## src/rtl/mips_register_file_pkg.sv

```systemverilog
// Shared types and sizes for the 16x16 MIPS-style register file.
// Optional feature macro: REGFILE_ZERO_REG_EN (register 0 hardwired to zero).
package regfile_pkg;
  localparam int DATA_W   = 16;
  localparam int ADDR_W   = 4;
  localparam int NUM_REGS = 16;

  localparam logic [ADDR_W-1:0] ZERO_REG = 4'd0;

  typedef logic [ADDR_W-1:0] reg_addr_t;
  typedef logic signed [DATA_W-1:0] reg_data_t;
endpackage

```

## src/rtl/mips_register_file_if.sv

```systemverilog
// Register file bus: one write port, two combinational read ports.
// Optional feature macro: REGFILE_ZERO_REG_EN (no effect on this bus).
interface mips_register_file_if;
  import regfile_pkg::*;

  logic      WE;
  reg_data_t InData;
  reg_addr_t WrReg;
  reg_addr_t ReadA;
  reg_addr_t ReadB;
  reg_data_t OutA;
  reg_data_t OutB;

  modport master (
    output WE, InData, WrReg,
    output ReadA, ReadB,
    input  OutA, OutB
  );

  modport slave (
    input  WE, InData, WrReg,
    input  ReadA, ReadB,
    output OutA, OutB
  );
endinterface

```

## src/rtl/mips_register_file_read_port.sv

```systemverilog
// Combinational 16:1 read mux with optional zero-register masking.
// Optional feature macro: REGFILE_ZERO_REG_EN.
module regfile_read_port
  import regfile_pkg::*;
(
  input  reg_data_t regs [NUM_REGS],
  input  reg_addr_t addr,
  output reg_data_t data
);

  // select the addressed register, forcing zero for register 0 if hardwired
  always_comb begin
    data = regs[addr];
`ifdef REGFILE_ZERO_REG_EN
    if (addr == ZERO_REG) data = '0;
`endif
  end

endmodule

```

## src/rtl/mips_register_file.sv

```systemverilog
// Two-read, one-write register file, 16 x 16-bit flip-flop array.
// Optional feature macro: REGFILE_ZERO_REG_EN (register 0 hardwired to zero).
module mips_register_file
  import regfile_pkg::*;
(
  input logic           clock,
  input logic           reset,
  mips_register_file_if.slave rf
);

`ifdef REGFILE_ZERO_REG_EN
  localparam int FIRST_REG = 1;
`else
  localparam int FIRST_REG = 0;
`endif

  reg_data_t           regs [NUM_REGS];
  logic [NUM_REGS-1:0] wr_sel;

  // one-hot write decode gated by the write enable
  always_comb begin
    wr_sel = '0;
    for (int i = 0; i < NUM_REGS; i++)
      wr_sel[i] = rf.WE && (rf.WrReg == reg_addr_t'(i));
  end

  // register array: async clear, writable registers start at FIRST_REG
  always_ff @(posedge clock or posedge reset) begin
    if (reset) begin
      for (int i = 0; i < NUM_REGS; i++)
        regs[i] <= '0;
    end else begin
      for (int i = FIRST_REG; i < NUM_REGS; i++)
        if (wr_sel[i]) regs[i] <= rf.InData;
    end
  end

  regfile_read_port u_port_a (
    .regs (regs),
    .addr (rf.ReadA),
    .data (rf.OutA)
  );

  regfile_read_port u_port_b (
    .regs (regs),
    .addr (rf.ReadB),
    .data (rf.OutB)
  );

endmodule

```

## src/flat_wrapper.sv

```systemverilog
// flat-port wrapper written by rule: the top's interface ports become plain ports
module mips_register_file_flat import regfile_pkg::*;
  (clock, reset, rf_WE, rf_InData, rf_WrReg, rf_ReadA, rf_ReadB, rf_OutA, rf_OutB);
  mips_register_file_if rf_i ();
  input logic clock;
  input logic reset;
  input wire logic [$bits(rf_i.WE)-1:0] rf_WE;
  input wire logic [$bits(rf_i.InData)-1:0] rf_InData;
  input wire logic [$bits(rf_i.WrReg)-1:0] rf_WrReg;
  input wire logic [$bits(rf_i.ReadA)-1:0] rf_ReadA;
  input wire logic [$bits(rf_i.ReadB)-1:0] rf_ReadB;
  output wire logic [$bits(rf_i.OutA)-1:0] rf_OutA;
  output wire logic [$bits(rf_i.OutB)-1:0] rf_OutB;
  assign rf_i.WE = rf_WE;
  assign rf_i.InData = rf_InData;
  assign rf_i.WrReg = rf_WrReg;
  assign rf_i.ReadA = rf_ReadA;
  assign rf_i.ReadB = rf_ReadB;
  assign rf_OutA = rf_i.OutA;
  assign rf_OutB = rf_i.OutB;
  mips_register_file u_core (.clock(clock), .reset(reset), .rf(rf_i));
endmodule
```

## config.mk

```make
export PLATFORM = sky130hd
export DESIGN_NAME = mips_register_file_flat
export DESIGN_NICKNAME = d
export VERILOG_FILES = /design/src/rtl/mips_register_file_pkg.sv /design/src/rtl/mips_register_file_if.sv /design/src/rtl/mips_register_file_read_port.sv /design/src/rtl/mips_register_file.sv /design/src/flat_wrapper.sv
export SDC_FILE = /design/constraint.sdc
export NUM_CORES = 1
export LEC_CHECK = 0
export ABC_AREA = 0
export CELL_PAD_IN_SITES_DETAIL_PLACEMENT = 0
export CELL_PAD_IN_SITES_GLOBAL_PLACEMENT = 1
export CORE_MARGIN = 2
export CORE_UTILIZATION = 45
export DETAILED_ROUTE_END_ITERATION = 12
export MAX_ROUTING_LAYER = met4
export PLACE_DENSITY_LB_ADDON = 0.25
export RECOVER_POWER = 100
export SLEW_MARGIN = 20
export SYNTH_ARGS = -nofsm -noshare
export SYNTH_HDL_FRONTEND = slang
export SYNTH_HIERARCHICAL = 1
export SYNTH_SLANG_ARGS = --single-unit
```

## constraint.sdc

```tcl
create_clock -name clock -period 12.05 [get_ports clock]
set_clock_uncertainty 0.15 [all_clocks]
set_input_delay 2.41 -clock clock [delete_from_list [all_inputs] [get_ports clock]]
set_output_delay 2.41 -clock clock [all_outputs]
set_load 0.01 [all_outputs]
```

==> out/results.ini, run 1 <==
[power]
leakage_nw = 6.34
power.density_nw_per_um2 = 181
ir_worst_vdd_mv = 0.117

[sta]
rsz0062_at_grt = false
tns_ns = 0
worstMarginPinSlew_ns = 5.29
fin_crit_sh_pct = 82.7
slew_violations = 456
fmax_ghz = 0.100
fin_hold_ws_ns = 0.359
setup_viol = 0
hold_violations = 0
period_needed_ns = 9.96
slew_headroom_pct = -253

[critical_path]
r2r_slack_ns = 11.07
slowest_delay_ns = 3.23
rr_startpoint = u_core/regs[127]$_DFFE_PP0P_
critPathMaxFanout = 64
critPathTopFamily = buffers and inverters
cp.arrival_ns = 7.40
setup.worst_path.end_class = output pin
worst-path-stages = 6
required_ns = 9.49
cp-startpoint = rf_ReadA[1]
criticalPathCategory = input port to output pin
critPathLaunchType = input port
path_buf_inv = 3
endpoint = rf_OutA[5]
slowest_stage = clkbuf_1
path_cells = buf_2 > clkbuf_1 > mux4_2 > a22oi_1 > nand2_1 > dlygate4sd3_1
r2r-end = u_core/regs[127]$_DFFE_PP0P_
reg2reg_depth = 1

[final_layout]
top_regs = u_core/regs (256)
nFillCells = 2481
top_register = u_core/regs
drive_gt1_share_pct = 45.1
final_cell_area_um2 = 15300
largest_reg_flops = 256
syn2layout_area_growth_pct = 13.2
antenna_cells = 0
fin_nets = 915

[clock_network]
htreeDepth = 1
cts_root_buffer = clkbuf_16
clk_pin_slew_ns = 0.06
cts_setup_buffers = 0
postCtsHoldBufs = 0
numCtsBuffers = 29
ctsResizeCount = 0
cts_sinks = 256
cts_buffer_depth = 3
cts_tree = built
clock_latency_ns = 0.54

[yosys]
seq_area_frac_synth_pct = 47.4
yosysMostFrequentCell = dfrtp_1
synth_top_area_share_pct = 47.4
synth_top_cells_by_count = dfrtp_1, mux2_2, mux4_2
netlist_area_um2 = 13500
syn_avg_cell_area_um2 = 15.9
postSynthCellCount = 849
yosysTopAreaCell = dfrtp_1
synth_flop_cell = dfrtp_1
syn_nets = 880
yosys_register_bits = 256
yosys_warnings = 6
synth-edff-count = 0
synth.distinct_cells = 22
ys_async_sr_fraction_pct = 100
synthTopCellsByArea = dfrtp_1, mux2_2, mux4_2, mux4_1, a22oi_1

[global_routing]
grt_pass1_wl_um = 56800
grtUsageTotal_pct = 25.4
overflow = 0
grt_pass1_vias = 9169
grt_max_degree = 118
antenna_found_initial = 0

[routing]
dr.pass1.iters = 5
drc = 0
vias = 8346
detailedRoute.firstIterationViolations = 675
vias_per_cell = 6.44
routed_wl_um = 37800
drt-wirelength-per-cell_um = 29.1
ant_nets = 0

[min_path]
hp-class = register to register
hold_path_depth = 1
worstHoldStart = u_core/regs[211]$_DFFE_PP0P_

[job]
cap_violations = 12

[floorplanning]
num_rows = 63
start_util_pct = 45.6
chipHeight_um = 177
die_w_um = 177
pin_count = 63
core_area_um2 = 29600
die_area_um2 = 31400

[outcome]
failed_checks = max-capacitance violations, max-slew violations
status = finished with violations

[placement]
hpwl_um = 21400
numPortBuffers = 62
place_area_um2 = 14400
routabilityCongestion = 0.732

[routing by layer]
layer  vias to the layer above  share of wire, %  routed length, µm  global-route usage, %
li1                       3400                 -                  -                      -
met1                      4544                39              14900                   31.0
met2                       309                51              19300                   43.3
met3                        93               5.8               2190                   3.75
met4                         0               3.7               1390                   9.12
met5                         -                 0                  0                      -
[cells in the final DEF, fill, tap and decap left out]
| cell | count |
|---|---|
| a22oi_1 | 64 |
| and2_1 | 2 |
| buf_2 | 2 |
| buf_4 | 13 |
| bufinv_16 | 4 |
| clkbuf_1 | 14 |
| clkbuf_16 | 29 |
| clkbuf_2 | 1 |
| clkbuf_8 | 11 |
| clkdlybuf4s50_1 | 32 |
| clkinv_2 | 3 |
| clkinvlp_2 | 1 |
| clkinvlp_4 | 1 |
| dfrtp_1 | 256 |
| dlygate4sd3_1 | 26 |
| inv_6 | 1 |
| mux2_1 | 28 |
| mux2_2 | 228 |
| mux4_1 | 20 |
| mux4_2 | 108 |
| nand2_1 | 34 |
| nand2b_1 | 5 |
| nand3_1 | 1 |
| nand3b_1 | 2 |
| nor2_1 | 10 |
| nor2_2 | 2 |
| nor2b_2 | 5 |
| nor3b_1 | 1 |
| or3_1 | 2 |
[logic make-up after synthesis]
group | Yosys count | share of synthesized area [%]
buf+inv | 81 | 3.28
mux | 384 | 43.5
compound gates | 64 | 3.55
flops | 256 | 47.4
simple gates | 64 | 2.28
[per-stage QoR]
stage | utilization [%] | setup WS (ns) | total power [mW] | cells
6_report | 51.6 | 2.09 | 2.77 | 1296
2_1_floorplan | - | 2.45 | 1.64 | 849
3_5_place_dp | 48.6 | 4.32 | 1.85 | 1243
4_1_cts | 52.1 | 4.31 | 2.80 | 1296
5_1_grt | 51.6 | 2.09 | 2.90 | 1296
3_3_place_gp | 48.6 | 4.32 | 1.80 | 1243
[final cells by class]
class | instances | area (µm²) | area share [%]
clock buffers | 44 | 892 | 5.83
well taps | 390 | 488 | 3.19
inverters | 1 | 5.00 | 0.0327
flip-flops and latches | 256 | 6410 | 41.9
repair buffers | 84 | 731 | 4.78
clock inverters | 9 | 151 | 0.990
multi-input cells | 512 | 6630 | 43.3
[power by group]
part,switching (mW),leakage (nW),internal (mW)
clock network,0.352,0.514,0.592
logic,0.228,2.69,0.396
registers,0.142,3.14,1.06
[worst min-delay path by stage]
stage	to	slack, ns
6_report	u_core/regs[211]$_DFFE_PP0P_	0.36
5_1_grt	u_core/regs[179]$_DFFE_PP0P_	0.38
4_1_cts	u_core/regs[211]$_DFFE_PP0P_	0.36
3_5_place_dp	u_core/regs[211]$_DFFE_PP0P_	0.35
3_3_place_gp	u_core/regs[239]$_DFFE_PP0P_	0.33
2_1_floorplan	u_core/regs[239]$_DFFE_PP0P_	0.32
Note: power is estimated with default switching activity, not from simulation.
==> run 2, diff against run 1 <==
==> constraint.sdc (replaced) <==
create_clock -name clock -period 8.2 [get_ports clock]
set_clock_uncertainty 0.15 [all_clocks]
set_input_delay 1.64 -clock clock [delete_from_list [all_inputs] [get_ports clock]]
set_output_delay 1.64 -clock clock [all_outputs]
set_load 0.01 [all_outputs]
==> out/results.ini, run 2 (synthesis results as in run 1) <==
[outcome]
status = finished with violations
failed_checks = max-capacitance violations, max-slew violations

[clock_network]
cts_sinks = 256
cts_root_buffer = clkbuf_16
numCtsBuffers = 30
postCtsHoldBufs = 0
clock_latency_ns = 0.54
clk_pin_slew_ns = 0.06
cts_setup_buffers = 0
htreeDepth = 1
cts_tree = built
ctsResizeCount = 0
cts_buffer_depth = 3

[critical_path]
required_ns = 6.41
setup.worst_path.end_class = output pin
critPathMaxFanout = 43
reg2reg_depth = 1
cp.arrival_ns = 4.76
criticalPathCategory = input port to output pin
critPathLaunchType = input port

[global_routing]
grt_max_degree = 141
overflow = 0
grt_pass1_vias = 9152
grtUsageTotal_pct = 26.0
antenna_found_initial = 0
grt_pass1_wl_um = 58300

[final_layout]
mostFrequentLayoutCell = dfrtp_1
top_register = u_core/regs
drive_gt1_share_pct = 45.2
stdcell_count = 1300
largest_reg_flops = 256
mostFrequentLayoutCells = dfrtp_1, mux2_2, mux4_2, a22oi_1, nand2_1
antenna_cells = 0
top_regs = u_core/regs (256)
syn2layout_area_growth_pct = 12.8
fin_nets = 919

[routing]
detailedRoute.firstIterationViolations = 839
routed_wl_um = 38500
vias = 8467
drt-wirelength-per-cell_um = 29.6
dr.pass1.iters = 6
drc = 0
vias_per_cell = 6.51
ant_nets = 0

[floorplanning]
die_w_um = 177
die_area_um2 = 31400
num_rows = 63
core_area_um2 = 29600
pin_count = 63
start_util_pct = 45.6
chipHeight_um = 177

[power]
ir_worst_vdd_mv = 0.151
leakage_nw = 6.33
power.density_nw_per_um2 = 260

[sta]
hold_violations = 0
slew_violations = 428
slew_headroom_pct = -131
setup_viol = 0
tns_ns = 0
fmax_ghz = 0.153
fin_crit_sh_pct = 79.9
rsz0062_at_grt = false
period_needed_ns = 6.55
worstMarginPinSlew_ns = 3.46

[placement]
hpwl_um = 22300
numPortBuffers = 62
routabilityCongestion = 0.811
placed_cells = 1246

[min_path]
hp-class = register to register
hold_path_depth = 1

[job]
cap_violations = 14

## run 2: cell types whose count changed in the layout (fill, tap and decap cells not counted), moves of 3 or more
cell,previous run,this run
clkbuf_2,1,4
nor2_2,2,7
mux2_2,228,225
nor2_1,10,5
bufinv_16,4,0
clkbuf_1,14,18
## run 2: worst max-delay path: stages
cell and delay, ns:
buf_2 0.50, clkbuf_2 1.16, mux4_2 0.45, a22oi_1 0.26, nand2_1 0.09, dlygate4sd3_1 0.63
## run 2: area by class of cell
cell class | instances | area, µm²
tap | 390 | 488
clock inverter | 5 | 36.3
sequential | 256 | 6410
fill | 2507 | 14400
inverter | 1 | 5.00
multi-input combinational | 512 | 6640
timing repair buffer | 87 | 753
clock buffer | 49 | 922
## run 2: metrics by stage
step	utilization (%)	power, mW	hold WS, ns	cell area [µm²]	setup slack, ns
2_1_floorplan	-	2.41	0.320	13500	3.04
4_1_cts	51.9	4.02	0.367	15400	2.21
3_3_place_gp	48.7	2.66	0.337	14400	2.25
6_report	51.5	3.97	0.367	15300	1.65
3_5_place_dp	48.7	2.73	0.354	14400	2.20
5_1_grt	51.5	4.15	0.385	15300	1.13
## run 2: metal layers
layer	vias up	wire length, µm	GRT usage [%]
met5	-	0	-
met4	0	1280	7.86
met3	105	2120	3.21
met2	314	19700	44.0
met1	4632	15300	33.0
li1	3416	-	-
## run 2: path summary, 6_finish.rpt
| path | from | end | slack (ns) |
|---|---|---|---|
| worst max-delay path | rf_ReadA[1] | rf_OutA[2] | 1.65 |
| worst min-delay path | u_core/regs[49]$_DFFE_PP0P_ | u_core/regs[49]$_DFFE_PP0P_ | 0.37 |
| worst max register to register | u_core/regs[32]$_DFFE_PP0P_ | u_core/regs[32]$_DFFE_PP0P_ | 7.20 |
| worst min register to register | u_core/regs[49]$_DFFE_PP0P_ | u_core/regs[49]$_DFFE_PP0P_ | 0.37 |
| max in group asynchronous | reset | u_core/regs[71]$_DFFE_PP0P_ | 2.06 |
| min in group asynchronous | reset | u_core/regs[187]$_DFFE_PP0P_ | 1.82 |
## run 2: report_power, final
group,total [mW],switching (mW),leakage [nW],internal [mW]
sequential,1.78,0.218,3.14,1.56
clock,1.28,0.522,0.475,0.760
combinational,0.910,0.336,2.72,0.573
